[config.mk]
export PLATFORM = sky130hd
export DESIGN_NAME = i3c_sda_pad_ctrl
export DESIGN_NICKNAME = d
export VERILOG_FILES = /design/src/rtl/i3c_pad_pkg.sv /design/src/rtl/i3c_pad_rx_filter.sv /design/src/rtl/i3c_sda_pad_ctrl.sv
export SDC_FILE = /design/constraint.sdc
export NUM_CORES = 1
export LEC_CHECK = 0
export ABC_AREA = 0
export BUFFER_PORTS_ARGS = -buffer_cell sky130_fd_sc_hd__buf_4
export CORE_AREA = 2 2 39 41
export DETAILED_ROUTE_END_ITERATION = 10
export DIE_AREA = 0 0 41 43
export PLACE_DENSITY = 0.6
export SYNTH_ARGS = -nofsm -noshare
export SYNTH_HDL_FRONTEND = slang
export SYNTH_HIERARCHICAL = 1
export SYNTH_SLANG_ARGS = --single-unit
[constraint.sdc]
create_clock -name i_sys_clk -period 1.12 [get_ports i_sys_clk]
set_input_delay 0.056 -clock i_sys_clk [delete_from_list [all_inputs] [get_ports i_sys_clk]]
set_output_delay 0.056 -clock i_sys_clk [all_outputs]
set_load 0.01 [all_outputs]
[src/rtl/i3c_pad_pkg.sv]
// Shared types and constants for the I3C SDA pad controller and its receive lanes.
package i3c_pad_pkg;

  typedef enum logic [1:0] {
    RELEASE = 2'd0,
    DRIVE   = 2'd1,
    TURN    = 2'd2
  } pad_state_t;

  localparam logic MODE_OD  = 1'b0;
  localparam logic MODE_PP  = 1'b1;
  localparam logic SDA_IDLE = 1'b1;

  // Width needed to hold 0..n, never narrower than one bit.
  function automatic int cnt_width(input int n);
    int w;
    w = $clog2(n + 1);
    return (w < 1) ? 1 : w;
  endfunction

endpackage

[src/rtl/i3c_pad_rx_filter.sv]
// One SDA receive lane: 2-FF synchroniser with an optional run-length glitch filter.
// The filter is built only when PAD_RX_FILTER_EN is defined.
module i3c_pad_rx_filter
  import i3c_pad_pkg::*;
#(
  parameter int FILT_DEPTH = 3
) (
  input  logic clk,
  input  logic rst,
  input  logic pad_di,
  output logic sda_rx
);

  logic sync1_q;
  logic sync2_q;

  always_ff @(posedge clk) begin
    if (rst) begin
      sync1_q <= SDA_IDLE;
      sync2_q <= SDA_IDLE;
    end else begin
      sync1_q <= pad_di;
      sync2_q <= sync1_q;
    end
  end

  if (FILT_DEPTH < 2 || FILT_DEPTH > 8) begin : g_depth_check
    $error("i3c_pad_rx_filter: FILT_DEPTH must be in 2..8");
  end

`ifdef PAD_RX_FILTER_EN
  localparam int RW = $clog2(FILT_DEPTH + 1);
  localparam logic [RW-1:0] RUN_LAST = RW'(FILT_DEPTH - 1);

  logic [RW-1:0] run_q;
  logic          out_q;

  // The run restarts whenever the synchronised value agrees with the output again.
  always_ff @(posedge clk) begin
    if (rst) begin
      run_q <= '0;
      out_q <= SDA_IDLE;
    end else if (sync2_q == out_q) begin
      run_q <= '0;
    end else if (run_q >= RUN_LAST) begin
      out_q <= sync2_q;
      run_q <= '0;
    end else begin
      run_q <= run_q + RW'(1);
    end
  end

  assign sda_rx = out_q;
`else
  assign sda_rx = sync2_q;
`endif

endmodule

[src/rtl/i3c_sda_pad_ctrl.sv]
// Registered SDA pad controller: open-drain/push-pull drive with enforced turnaround
// and per-lane synchronised receive (filter enabled by PAD_RX_FILTER_EN).
module i3c_sda_pad_ctrl
  import i3c_pad_pkg::*;
#(
  parameter int LANES      = 1,
  parameter int TURN_CYC   = 2,
  parameter int FILT_DEPTH = 3
) (
  input  logic             i_sys_clk,
  input  logic             i_sys_rst,
  input  logic             i_drive_en,
  input  logic             i_mode_pp,
  input  logic [LANES-1:0] i_sda_data,
  input  logic [LANES-1:0] i_pad_di,
  output logic [LANES-1:0] o_pad_oe,
  output logic [LANES-1:0] o_pad_do,
  output logic [LANES-1:0] o_sda_rx,
  output logic             o_busy,
  output logic             o_turn_done
);

  localparam int CW = cnt_width(TURN_CYC);
  localparam logic [CW-1:0] TURN_LOAD = CW'((TURN_CYC > 0) ? TURN_CYC - 1 : 0);

  pad_state_t       state_q, state_d;
  logic [CW-1:0]    cnt_q, cnt_d;
  logic             mode_q, mode_d;
  logic [LANES-1:0] oe_d, do_d;
  logic             turn_done_d;

  // Outputs are derived from the next state so the pad reacts one edge after the request.
  always_comb begin
    state_d     = state_q;
    cnt_d       = cnt_q;
    mode_d      = mode_q;
    oe_d        = '0;
    do_d        = '0;
    turn_done_d = 1'b0;

    case (state_q)
      RELEASE: begin
        if (i_drive_en) begin
          state_d = DRIVE;
          mode_d  = i_mode_pp;
        end
      end
      DRIVE: begin
        if (!i_drive_en) begin
          if (TURN_CYC > 0) begin
            state_d = TURN;
            cnt_d   = TURN_LOAD;
          end else begin
            state_d = RELEASE;
          end
        end
      end
      TURN: begin
        if (cnt_q == '0) begin
          state_d     = RELEASE;
          turn_done_d = 1'b1;
        end else begin
          cnt_d = cnt_q - CW'(1);
        end
      end
      default: state_d = RELEASE;
    endcase

    if (state_d == DRIVE) begin
      if (mode_d == MODE_PP) begin
        oe_d = '1;
        do_d = i_sda_data;
      end else begin
        oe_d = ~i_sda_data;
      end
    end
  end

  always_ff @(posedge i_sys_clk) begin
    if (i_sys_rst) begin
      state_q     <= RELEASE;
      cnt_q       <= '0;
      mode_q      <= MODE_OD;
      o_pad_oe    <= '0;
      o_pad_do    <= '0;
      o_busy      <= 1'b0;
      o_turn_done <= 1'b0;
    end else begin
      state_q     <= state_d;
      cnt_q       <= cnt_d;
      mode_q      <= mode_d;
      o_pad_oe    <= oe_d;
      o_pad_do    <= do_d;
      o_busy      <= (state_d != RELEASE);
      o_turn_done <= turn_done_d;
    end
  end

  for (genvar g = 0; g < LANES; g++) begin : g_rx
    i3c_pad_rx_filter #(
      .FILT_DEPTH(FILT_DEPTH)
    ) u_rx (
      .clk   (i_sys_clk),
      .rst   (i_sys_rst),
      .pad_di(i_pad_di[g]),
      .sda_rx(o_sda_rx[g])
    );
  end

endmodule

---- Word-level counts from Yosys, hierarchy flattened ----
Index checks and enable logic that the tools add are counted.
storage, ports and cells
  register bits after elaboration ......... 11
  output and inout bits ................... 5
  logic and storage cells ................. 38
cells by class
  add/subtract/negate cells ............... 1
  equal/unequal tests ..................... 5
  multiplexer cells ....................... 11
  bitwise gates (word level) .............. 4
  reductions and logical operators ........ 8
operators by type and width
  cell                                              number
  two-way mux 2 bit                                 5
  case mux 2 bit (3 select lines)                   1
  == test 2 x 1 -> 1 bit, second input constant     2
  zero test 2 bit                                   2
  two-way mux 1 bit                                 4
  != test 2 bit, second input constant              2
  NOT 1 bit                                         4
  case mux 2 bit (2 select lines)                   1
  nonzero test 2 bit                                2
  OR reduction 2 bit                                2
  AND reduction 3 bit                               1
  OR reduction 3 bit                                1
  == test 2 bit, second input constant              1
  subtractor 2 x 1 -> 2 bit, second input constant  1

---- Longest topological paths before layout ----
  word-level depth ........................ 6
  depth in mapped cells ................... 5

---- Hierarchy ----
Netlist, hierarchy kept.
by module, submodules not included
  module             times used  cells each  area each (µm²)  sequential area each (µm²)
  i3c_sda_pad_ctrl   1           35          371.6            180.2
  i3c_pad_rx_filter  1           4           52.6             40.0

---- Worst setup path before layout ----
Ideal clock, no wire load.
  path type ............................... register to register
  start point ............................. reg cnt_q[0]
  end point ............................... reg cnt_q[1]
  setup time .............................. 0.103 ns
  arrival ................................. 1.064 ns
  path slack .............................. -0.047 ns
  stages on the path, launching flop included .. 5
  path buffers ............................ 0
  cell sequence ........................... dfxtp_1 > inv_1 > ha_1 > and4bb_1 > a2111oi_2
on the way
  word-level cells in the longest chain between the ends .. 3
  elaborated cells on any way between the ends .. 6
  those cells by class .................... add/sub: 1; eq/ne: 1; mux: 2; reduce/logical: 2
RTL lines
  item                                                                    RTL line                                        source
  start: declaration                                                      i3c_sda_pad_ctrl.sv:27                          logic [CW-1:0] cnt_q, cnt_d;
  start signal: assignment                                                i3c_sda_pad_ctrl.sv:90                          cnt_q <= cnt_d;
  subtractor 2 x 1 -> 2 bit or zero test 2 bit (tied branches)            i3c_sda_pad_ctrl.sv:63, i3c_sda_pad_ctrl.sv:59
  two-way mux 2 bit or != test 2 bit (tied branches)                      n/a
  case mux 2 bit (2 select lines) or AND reduction 3 bit (tied branches)  n/a
Parallel ways exist; a longest one is shown, timed or not. The select of a mux whose other input is x is not followed.
A chain may end at the register's enable or synchronous reset.

---- Final worst setup path ----
  start point ............................. reg cnt_q[1]
  end point ............................... reg cnt_q[1]
Same word-level chain as after synthesis.

==> results.md <==
Die:
- The initial cell density of the core is 0.3065.
- The die is 41 um wide.
- 11 I/O pins were placed.
- The floorplan has 14 rows.
- The die footprint is 0.001763 mm^2.
- The height of the die is 43 um.
- The area of the core is 0.001384 mm^2.

Cells and area:
- Compared with the post-synthesis result, the final layout area differs by 46.31%.
- Counting the fill cells in the layout gives 142.
- After routing the design area is 620.6 um^2.
- The repair_antennas step left the layout with diodes totalling 0.
- The share of cells above drive strength 1 is 0.5263.
- The layout net count is 65.
- At the end of the flow the core is filled with cells to 0.4485.

Power:
- Dividing total power by cell area gives a power density of 1275 mW/mm^2.
- The static leakage is 0.2611 nW.
- The largest voltage drop on the vdd net is 622.4 uV.

Placement:
- The worst slack at placement is -0.09295 ns.
- Port buffering added 10 buffers.
- Routability-driven placement finished with a final weighted congestion of 0.6492.
- The instance area at placement is 534.3 um^2.
- The HPWL reported at the end of detailed placement is 545.6 um.

Worst setup path:
- The worst register-to-register path begins at cnt_q[1]$_SDFFE_PP0P_.
- The critical path is of the reg2reg type.
- The worst setup path is captured at a register.
- The stage delay of the slowest cell on the critical path is 0.36 ns.
- The kind of cell with the highest combined delay on the critical path is flip-flops.
- The library cell appearing most often on the critical path is inv_2.
- The data arrival time of the critical path is 1.26 ns.
- In this run the worst path has a maximum fanout of 3.
- STA classifies the critical path startpoint as a register.
- The reg2reg setup slack is 0.02 ns.
- The signal on the critical path passes through inv_2 > ha_4 > inv_2 > a21oi_2 > a2111oi_2.
- The worst register-to-register path ends at cnt_q[1]$_SDFFE_PP0P_.
- The worst reg-to-reg path cell count is 5.
- The sum of buffers and inverters on the critical path is 2.
- The critical path data required time is 1.28 ns.
- The critical-path cell with the highest stage delay is dfxtp_2.

Routing:
- Dividing the detail-routed via count by the number of cells gives 4.411.
- The number of vias in the routed layout is 322.
- The final layout contains routed wiring with a total length of 803 um.
- In the final routed layout, each cell accounts on average for 11.00 um.
- The pre-antenna-repair detailed-routing pass consisted of 4 iterations.
- The number of design rule violations left after detail routing is 0.
- The DRC violation total after the first TritonRoute iteration is 3.
- The detail route stage leaves a number of antenna-violating nets equal to 0.

Global route:
- The first-pass GRT wire length is 1.311 mm.
- The initial antenna violation count is 0.
- The number of global-route vias before repair was 307.
- The largest net degree at the start of global routing is 10.
- The all-layer global routing usage is 0.1181.
- The total grt overflow is 0.

Worst hold path:
- The capture endpoint of the worst hold path is state_q[1]$_SDFF_PP0_.
- The class of the worst hold path is in2reg.
- Counting instances, the worst hold path has a depth of 2.
- In this run the most critical hold path is launched from i_sys_rst.

Synthesis:
- The average cell area after synthesis is 10.88 um^2.
- Synthesis produced a netlist whose cell count is 39.
- Counting distinct cell types in the post-synthesis netlist gives 18.
- The number of nets in the synthesized netlist is 46.
- The post-synthesis sequential area ratio is 0.5192.
- In this run, synthesis produced a sequential element count of 11.
- Summing every instance area after synthesis gives 424.2 um^2.
- The total number of yosys warnings is 6.

Clocking:
- TritonCTS built the clock tree.
- In this run the number of H-tree levels came out at 1.
- Clock-pin slew was measured on the worst setup and hold paths at 0.07 ns.
- The clock tree buffer depth is 2.
- The clock tree root buffer cell is clkbuf_4.
- The clock net sink count is 11.
- In this run, CTS created clock tree buffers numbering 3.
- The clock latency at the later pin of the worst-skew pair is 0.26 ns.

STA:
- The count of final max-slew check failures is 0.
- The number of setup violations in the final report is 0.
- The largest clock skew in the final design is 0.003124 ns.
- In the final timing run, aggregate negative setup slack is 0 ns.
- The worst max-slew margin expressed relative to the limit is 0.7888.
- The measured slew at the worst slew-check pin is 0.3164 ns.
- The worst path meets setup with 0.02041 ns of slack.
- The fmax is 0.9094 GHz.
- The share of the clock period used by the worst path is 0.9818.
- The shortest period the worst path allows is 1.100 ns.
- The final hold violation count was 0.
- Setup repair after global routing could not meet its margin everywhere.

Flow run:
- Across the run, the number of max-cap violations was 0.

Run status:
- The run finished with clean final reports.
[cell type report]
cell class | count | area (um^2) | share of cell area
Sequential cell | 11 | 224.0 | 0.3609
Multi-Input combinational cell | 23 | 217.7 | 0.3508
Timing Repair Buffer | 15 | 117.6 | 0.1895
Clock buffer | 4 | 26.28 | 0.04234
Tap cell | 16 | 20.02 | 0.03226
Inverter | 4 | 15.01 | 0.02419
[per-stage QoR]
| stage | std cells | hold slack (ns) | power (mW) |
|---|---|---|---|
| 5_1_grt | 73 | 0.03963 | 0.8232 |
| 4_1_cts | 73 | 0.02157 | 0.8063 |
| 3_5_place_dp | 67 | 0.2427 | 0.5115 |
| 6_report | 73 | 0.03039 | 0.7913 |
| 2_1_floorplan | 39 | 0.1251 | 0.4667 |
| 3_3_place_gp | 67 | 0.2369 | 0.5096 |
[layout by cell type (no fill, tap or decap), types with 2 or more instances in the layout]
| cell | netlist | final |
|---|---|---|
| a21oi_2 | 0 | 3 |
| dlygate4sd3_1 | 0 | 2 |
| dfxtp_1 | 11 | 8 |
| mux2i_1 | 2 | 2 |
| clkbuf_4 | 0 | 3 |
| nor2_1 | 3 | 3 |
| or2_1 | 2 | 2 |
| inv_2 | 0 | 3 |
| dfxtp_2 | 0 | 3 |
| buf_4 | 1 | 13 |
[power by group]
part | total (mW) | switching [mW] | internal (mW) | leakage (nW)
Clock | 0.271 | 0.133 | 0.138 | 0.0150
Combinational | 0.0985 | 0.0402 | 0.0583 | 0.154
Sequential | 0.422 | 0.0127 | 0.409 | 0.0917
[registers in the layout (all words and copies together), names as in the netlist]
signal and flops:
o_turn_done 1, mode_q 1, g_rx.u_rx/sda_rx 1, o_pad_oe 1, cnt_q 2, g_rx.u_rx/sync1_q 1
o_busy 1, o_pad_do 1, state_q 2
[timing repair]
item | 4_1_cts | 5_1_grt
pin swaps | 3 | 1
buffers inserted | 0 | 0
endpoints found under the hold margin | 2 | 0
resized for setup | 11 | 2
hold buffers | 2 | 0
endpoints found under the setup margin | 5 | 5
[cells in the mapped netlist]
master | number | share of area
dfxtp_1 | 11 | 0.52
a21oi_1 | 4 | 0.047
inv_1 | 4 | 0.035
nor2_1 | 3 | 0.027
mux2i_1 | 2 | 0.047
nor3b_2 | 2 | 0.059
or2_1 | 2 | 0.029
a2111oi_2 | 1 | 0.035
a21boi_1 | 1 | 0.018
a21o_1 | 1 | 0.018
and3b_1 | 1 | 0.021
and4bb_1 | 1 | 0.029
buf_4 | 1 | 0.018
ha_1 | 1 | 0.029
nor3b_1 | 1 | 0.018
nor4b_1 | 1 | 0.021
o21ai_1 | 1 | 0.012
o21bai_1 | 1 | 0.018
[routing by layer]
metal  track usage  vias to the layer above  part of all wire
li1              -                      170                 -
met1        0.1503                      139              0.47
met2        0.1469                       11              0.44
met3       0.03141                        2             0.060
met4        0.1200                        0             0.027
met5             0                        -                 0
[cells by family after synthesis]
kind of cell | Yosys count | share of synthesized area
AO/OA/AOI/OAI | 9 | 0.1475
adder cells (fa/ha/maj) | 1 | 0.02949
buffers and inverters | 5 | 0.05309
flip-flops | 11 | 0.5192
multiplexers | 2 | 0.04720
AND/OR/NAND/NOR | 11 | 0.2035
[how the worst max path moves through the flow]
stage / cells after the start / end / slack (ns) / start
2_1_floorplan: 5 / cnt_q[1]$_SDFFE_PP0P_ / 0.01 / cnt_q[0]$_SDFFE_PP0P_
3_3_place_gp: 4 / cnt_q[1]$_SDFFE_PP0P_ / -0.04 / cnt_q[0]$_SDFFE_PP0P_
3_5_place_dp: 5 / cnt_q[1]$_SDFFE_PP0P_ / -0.09 / cnt_q[1]$_SDFFE_PP0P_
4_1_cts: 5 / cnt_q[1]$_SDFFE_PP0P_ / -0.01 / cnt_q[1]$_SDFFE_PP0P_
5_1_grt: 5 / cnt_q[0]$_SDFFE_PP0P_ / -0.02 / cnt_q[1]$_SDFFE_PP0P_
6_report: 5 / cnt_q[1]$_SDFFE_PP0P_ / 0.02 / cnt_q[1]$_SDFFE_PP0P_
No activity file was read; power rests on OpenSTA's default activity.
